File: src/rtl/mem_dump_reader.sv
// Streams a contiguous (wrapping) range of a synchronous-read memory out through
// a valid/ready port, with at most two words buffered or in flight at any time.
module mem_dump_reader #(
    parameter int ADDR_W = 11,
    parameter int DATA_W = 32
) (
    input  logic              clk,
    input  logic              resetn,
    input  logic              start,
    input  logic              abort,
    input  logic [ADDR_W-1:0] start_adrs,
    input  logic [ADDR_W-1:0] end_adrs,
    output logic              r_enable,
    output logic [ADDR_W-1:0] r_adrs,
    input  logic [DATA_W-1:0] r_data,
    output logic              out_valid,
    input  logic              out_ready,
    output logic [DATA_W-1:0] out_data,
    output logic [ADDR_W-1:0] out_adrs,
    output logic              busy,
    output logic              done
);

    typedef enum logic [1:0] {
        IDLE  = 2'd0,
        RUN   = 2'd1,
        DRAIN = 2'd2
    } state_t;

    localparam logic [ADDR_W:0]   CNT_ONE  = (ADDR_W+1)'(1);
    localparam logic [ADDR_W-1:0] ADRS_ONE = ADDR_W'(1);

    state_t            r_state;
    logic [ADDR_W:0]   r_remain;
    logic              r_rvalid;
    logic [ADDR_W-1:0] r_radrs;
    logic [DATA_W-1:0] r_fdata [2];
    logic [ADDR_W-1:0] r_fadrs [2];
    logic              r_wptr;
    logic              r_rptr;
    logic [1:0]        r_count;

    logic              w_pop;
    logic              w_issue;
    logic              w_last_out;
    logic [2:0]        w_occ;

    assign out_valid = (r_count != 2'd0);
    assign out_data  = r_fdata[r_rptr];
    assign out_adrs  = r_fadrs[r_rptr];
    assign busy      = (r_state != IDLE);
    assign w_pop     = out_valid && out_ready;

    // A word leaving the FIFO this cycle frees its slot for the read issued now;
    // this is what lets a 2-entry FIFO sustain one word per cycle.
    assign w_occ      = {1'b0, r_count} + {2'b00, r_rvalid} - {2'b00, w_pop};
    assign w_issue    = (r_state == RUN) && !abort && (w_occ < 3'd2);
    assign r_enable   = w_issue;
    assign w_last_out = (r_state == DRAIN) && w_pop && (r_count == 2'd1) && !r_rvalid;

    always_ff @(posedge clk or negedge resetn) begin
        if (!resetn) begin
            r_state    <= IDLE;
            r_remain   <= '0;
            r_adrs     <= '0;
            r_rvalid   <= 1'b0;
            r_radrs    <= '0;
            r_fdata[0] <= '0;
            r_fdata[1] <= '0;
            r_fadrs[0] <= '0;
            r_fadrs[1] <= '0;
            r_wptr     <= 1'b0;
            r_rptr     <= 1'b0;
            r_count    <= '0;
            done       <= 1'b0;
        end else begin
            done <= 1'b0;
            if (abort && r_state != IDLE) begin
                r_state  <= IDLE;
                r_rvalid <= 1'b0;
                r_wptr   <= 1'b0;
                r_rptr   <= 1'b0;
                r_count  <= '0;
            end else begin
                r_rvalid <= w_issue;
                if (w_issue) begin
                    r_radrs  <= r_adrs;
                    r_adrs   <= r_adrs + ADRS_ONE;
                    r_remain <= r_remain - CNT_ONE;
                end
                if (r_rvalid) begin
                    r_fdata[r_wptr] <= r_data;
                    r_fadrs[r_wptr] <= r_radrs;
                    r_wptr          <= ~r_wptr;
                end
                if (w_pop) begin
                    r_rptr <= ~r_rptr;
                end
                r_count <= r_count + {1'b0, r_rvalid} - {1'b0, w_pop};

                case (r_state)
                    IDLE: begin
                        if (start && !abort) begin
                            r_state  <= RUN;
                            r_adrs   <= start_adrs;
                            r_remain <= {1'b0, end_adrs - start_adrs} + CNT_ONE;
                        end
                    end
                    RUN: begin
                        if (w_issue && r_remain == CNT_ONE) begin
                            r_state <= DRAIN;
                        end
                    end
                    DRAIN: begin
                        if (w_last_out) begin
                            r_state <= IDLE;
                            done    <= 1'b1;
                        end
                    end
                    default: r_state <= IDLE;
                endcase
            end
        end
    end

endmodule

File: config.mk
export PLATFORM = sky130hd
export DESIGN_NAME = mem_dump_reader
export DESIGN_NICKNAME = d
export VERILOG_FILES = /design/src/rtl/mem_dump_reader.sv
export SDC_FILE = /design/constraint.sdc
export NUM_CORES = 1
export LEC_CHECK = 0
export ABC_CLOCK_PERIOD_IN_PS = 6900
export BUFFER_PORTS_ARGS = -buffer_cell sky130_fd_sc_hd__buf_2
export CAP_MARGIN = 15
export CORE_AREA = 10 10 108 182
export CTS_CLUSTER_DIAMETER = 150
export DETAILED_ROUTE_END_ITERATION = 10
export DIE_AREA = 0 0 118 192
export PLACE_DENSITY_LB_ADDON = 0.08
export SYNTH_ARGS = -nofsm -noshare
export SYNTH_HDL_FRONTEND = slang
export SYNTH_SLANG_ARGS = --single-unit
File: constraint.sdc
create_clock -name clk -period 6.9 [get_ports clk]
set_input_delay 1.035 -clock clk [delete_from_list [all_inputs] [get_ports clk]]
set_output_delay 1.035 -clock clk [all_outputs]
set_load 0.05 [all_outputs]
-- Word-level counts from Yosys, hierarchy flattened
Index checks and enable logic that the tools add are counted.
- bits in registers: 128
- input port bits: 59
- output and inout port bits: 58
- logic and storage cells: 89
- add/subtract/negate cells: 8
- order comparisons: 4
- eq/ne operators: 7
- mux-type cells: 32
- bitwise operators: 5
- reduce and logical (&&, ||, !) cells: 20
- operators with widths (kind ; count):
    $mux 32 ; 4
    $mux 11 ; 7
    $bwmux 64 ; 1
    $mux 12 ; 3
    $demux 32 s1 ; 1
    $bwmux 22 ; 1
    $add 11x1->12 const B ; 1
    $eq 12x1->1 const B ; 1
    $sub 12x1->12 const B ; 1
    $add 11x1->11 const B ; 1
    $demux 11 s1 ; 1
    $sub 11x11->11 ; 1
    $logic_and 1x1->1 ; 10
    $mux 2 ; 5
    $mux 1 ; 8
    $reduce_bool 2->1 ; 4
    $pmux 2 s3 ; 1
    $eq 2x1->1 const B ; 2
    $ge 2x2->1 const B ; 2
    $not 1->2 ; 2
    $reduce_and 2->1 ; 2
    $add 2x1->3 ; 1
    $lt 3x2->1 const B ; 1
    $ne 3x1->1 const B ; 1
    11 further kinds ; 14

-- Depth between registers and ports, before layout
- depth after elaboration: 9
- depth in mapped cells: 15
- depth with buffers taken out: 14

-- Worst setup path after synthesis
OpenSTA, ideal clock, no wires.
- path type: input port to output port
- from: input port out_ready
- to: output port r_enable
- arrival: 3289 ps
- required time: 5865 ps
- path slack: 2576 ps
- cell stages on the path: 11
- buffers on the path: 2
- cell sequence: and2_1 -> ha_1 -> inv_1 -> ha_1 -> inv_1 -> fa_1 -> xnor2_1 -> nand3_1 -> inv_1 -> clkbuf_1 -> clkbuf_1
- longest elaborated chain between the ends: 4
- RTL lines (item ; line ; source):
    from (decl) ; 17 ; input logic out_ready,
    $logic_and 1x1->1 ; 52 ; assign w_pop = out_valid && out_ready;
    $sub 3x1->3 ; 56 ; assign w_occ = {1'b0, r_count} + {2'b00, r_rvalid} - {2'b00, w_pop};
    $lt 3x2->1 ; 57 ; assign w_issue = (r_state == RUN) && !abort && (w_occ < 3'd2);
    $logic_and 1x1->1 ; 57 ;
    to (decl) ; 13 ; output logic r_enable,
Every way passes these cells.

-- Worst setup path after layout
- from: register r_count[1]
- to: output port r_enable
- longest elaborated chain between the ends: 5
- elaborated cells between the ends (all ways): 6
- classes of those cells: add/sub (2); order compare (1); reduce/logical (3)
- RTL lines (item ; line ; source):
    from (decl) ; 41 ; logic [1:0] r_count;
    from (signal assigned) ; 99 ; r_count <= r_count + {1'b0, r_rvalid} - {1'b0, w_pop};
    parallel branches: the longest is 2 deep, another holds $add 2x1->3 ; -- ;
    $sub 3x1->3 (*) ; 56 ;
    $lt 3x2->1 (*) ; 57 ;
    $logic_and 1x1->1 (*) ; 57 ;
Mark *: on every way between the ends.

==> results by group <==
Logic synthesis
  • Syn nets: roughly 620
  • Adder and majority cell fraction of the synthesized area: 0.0372
  • Synth Area in Simple Gates: 0.102
  • Sequential share of the synthesized area: 0.495
  • Syn Std Cell Area: around 0.0065 mm²
  • Largest family of logic cells by synthesized area: multiplexers
  • Fraction of synthesized area in multiplexers: 0.231
  • Async SR Flop Fraction: 1.00
  • Number of library cell types mapped by synthesis: 60
  • Ys flop type: dfrtp_1
  • Synth Area in XOR/XNOR: 0.0325
  • Flip-flop and latch count after synthesis: between 100 and 150
  • Ys Warns: 0
  • Post-Syn Area per Cell: ~12 µm²
  • EDFF count, synth: 0
  • Post-Syn Instances: approximately 550
  • Complex-gate fraction of the synthesized area: 0.0726

Flow run
  • Max Cap Violations: 0

GRT
  • Gr usage total: 0.142
  • Overflow after GRT: 0
  • Number of global-route vias before repair: approximately 5.1k
  • Largest net degree at the start of global routing: 71
  • Initial antenna violation count: 0
  • Global-route wire length before repair: approximately 26 mm

Die
  • Rows: 62
  • DIE AREA: about 0.023 mm²
  • Die height: about 190 µm
  • Ports: between 100 and 150
  • Core Footprint: 0.0164 mm²
  • Die W: about 120 µm
  • Starting density of the core: 0.393

Power and ir drop
  • Pwr/cell area: approximately 480 mW/mm²
  • Power Internal: about 2.2 mW
  • Sw power: around 1.6 mW
  • Combinational share of power: 0.435
  • Clock power frac: 0.223
  • VDD IR max: 0.196 mV
  • Sequential fraction of design power: 0.342
  • Switching Share: 0.421
  • Lkg Pwr: around 3.8 nW

Place
  • Port bufs: around 120
  • Routability Congestion: about 0.79
  • Dpl cell area: between 0.007 and 0.008 mm²
  • Final HPWL DP: ~12 mm

STA
  • Final Setup Violations: 0
  • Final worst path period share: 0.658
  • Final slew viol count: 0
  • Max-slew headroom: 0.271
  • Worst Max-Slew Pin Slew: between 1000 and 1500 ps
  • FMAX: between 200 and 250 MHz
  • Final hold violations: 0
  • Setup Skew: 8.18 ps
  • Post-route minimum period: 4540 ps
  • Unrepaired setup endpoints after global routing: no
  • Final setup TNS: 0 ps

Worst setup path
  • Data arrival, critical path: roughly 3500 ps
  • Critical-path cell list: or2_2, and2_1, ha_1, inv_1, ha_1, inv_1, fa_1, xnor2_1, nand3_1, buf_4, inv_1, buf_2
  • Critical path's most frequent cell: inv_1
  • Critical Path End Type: primary output
  • Critical path startpoint category: flip-flop
  • Slowest stage cell, crit path: dfrtp_1
  • CP max stage delay: between 400 and 500 ps
  • Crit path kind: reg -> out
  • WP buf/inv: 5
  • Required @ worst endpoint: 5860 ps
  • CP delay by family, top: buffers and inverters
  • Maximum fanout along the worst path: 20

Run status
  • Outcome: finished, final reports clean

Routing
  • Router iterations before antenna repair: 4
  • DRC viols: 0
  • Post-route ant nets: 0
  • Starting DRT DRC Count: approximately 170
  • Vias/cell: between 5 and 6
  • WL/cell: 17.5 µm
  • Vias: roughly 4.5k
  • Drt total wl: between 15 and 20 mm

Clocking
  • CTS tree: yes
  • CTS H-tree lvls: 4
  • CTS Buf Count: 17
  • Post-CTS Setup Inserts: 0
  • Clk sink count: between 100 and 150
  • Cts hold-fix bufs: 0
  • Max Root-Sink Buffers: 2
  • Clk pin slew, worst setup/hold paths: around 60 ps
  • Post-CTS Resized: 0
  • CTS root buffer: clkbuf_16
  • Later-pin clock latency in the skew report: about 400 ps

Final layout
  • Fin area: ~0.008 mm²
  • Syn-to-layout area delta: 21.0%
  • Antenna Cells: 0
  • Share of cells above drive strength 1: 0.440
  • Nets@finish: around 740
  • Filler Cell Count: ~1.6k

Hold path
  • Worst Hold Class: reg -> reg
synthesized netlist by cell type (2+ instances only):
master / instances / area, µm²
a211oi_1: 10 / 75.1
a21o_1: 3 / 22.5
a21oi_1: 7 / 35.0
a221o_1: 2 / 20.0
a221oi_1: 3 / 26.3
a311oi_1: 5 / 43.8
a31oi_1: 2 / 12.5
and2_1: 4 / 25.0
and3_1: 3 / 18.8
buf_1: 2 / 7.51
buf_2: 3 / 15.0
clkbuf_1: 21 / 78.8
dfrtp_1: 128 / 3200
fa_1: 2 / 40.0
ha_1: 16 / 200
inv_1: 23 / 86.3
mux2_2: 131 / 1480
mux2i_1: 2 / 20.0
nand2_1: 49 / 184
nand2b_1: 4 / 25.0
nand3_1: 10 / 50.1
nand4_1: 3 / 18.8
nand4b_1: 2 / 17.5
nor2_1: 27 / 101
nor3_1: 11 / 55.1
nor3b_1: 2 / 15.0
nor3b_2: 2 / 25.0
nor4_1: 3 / 18.8
o21ai_0: 8 / 40.0
o21ba_2: 2 / 20.0
o22ai_1: 3 / 18.8
or2_2: 2 / 12.5
or3b_2: 2 / 17.5
xnor2_1: 15 / 131
xor2_1: 9 / 78.8
routing by layer:
| metal | up-vias | part of all wire | GRT usage |
|---|---|---|---|
| met5 | - | 0 | 0 |
| met4 | 0 | 0.012 | 0.0521 |
| met3 | 12 | 0.037 | 0.0385 |
| met2 | 90 | 0.57 | 0.283 |
| met1 | 2260 | 0.38 | 0.135 |
| li1 | 2168 | - | - |
area by class of cell:
type                       count  area [µm²]  share of cell area
tap                          224         280              0.0358
multi-input combinational    369        3080               0.394
inverter                      23        86.3              0.0110
sequential                   128        3200               0.410
timing repair buffer         121         621              0.0793
clock buffer                  24         492              0.0628
clock inverter                 7        60.1             0.00768
state kept, by name (all words and copies together) (netlist names), 2 cells and up:
register  flops
r_count       2
r_radrs      11
r_state       2
r_remain     12
r_fadrs      22
r_adrs       11
r_fdata      64
worst min-delay path, stage by stage, from the launching register on:
cell     delay (ps)
dfrtp_1         360
nand2_1          50
nand2_1          50
cell families after synthesis:
family / Yosys count
and+or+nand+nor: 134
xor gates and xnor gates: 24
AOI/OAI and AO/OA: 60
DFF: 128
adders and majority gates: 18
buffers and inverters: 49
muxes: 133
cell usage in the layout, fill, tap and decap left out, drive strengths merged, types with 2 or more instances in the layout:
cell type  count
a211oi        10
nand4          3
nor3b          4
mux2         131
nand2b         4
o21ba          2
fa             2
ha            16
clkbuf        24
inv           23
xnor2         15
clkinv         6
mux2i          2
a221oi         4
buf          121
a31oi          3
a221o          2
nand4b         2
or3b           2
or2            4
and3           4
o31ai          2
nor3          12
dfrtp        128
a21o           4
a21oi          7
nor4           3
and2           5
xor2           9
nand2         49
o21ai          9
nand3         10
nor2          27
a311oi         5
o22ai          3
path summary, 6_finish.rpt:
kind                       cells past startpoint            to       start  slack (ps)
hold reg to reg                                2    r_radrs[9]  r_radrs[9]         500
setup reg to reg                              15  r_remain[10]  r_count[1]        3170
min in group asynchronous                      1    r_fdata[7]      resetn         770
hold / removal                                 2    r_radrs[9]  r_radrs[9]         500
setup / recovery                              12      r_enable  r_count[1]        2360
max in group asynchronous                      2   r_remain[1]      resetn        4820
power by group through the flow:
stage	combinational (mW)	clock (mW)	sequential, mW
after floorplan	1.28	0	1.24
after global placement	1.63	0	1.27
after detailed placement	1.64	0	1.29
after CTS	1.65	0.855	1.28
after global routing	1.74	0.886	1.32
final	1.62	0.828	1.27
stage by stage:
stage	power (mW)	util	std cells	hold WS, ps	worst slack (ps)
floorplan	2.52	-	546	449	2580
global placement	2.89	0.442	865	471	2400
detailed placement	2.93	0.442	865	487	2360
CTS	3.78	0.476	896	501	2300
global route	3.95	0.476	896	510	2020
finish	3.72	0.476	896	496	2360
Note: power is estimated with default switching activity, not from simulation.
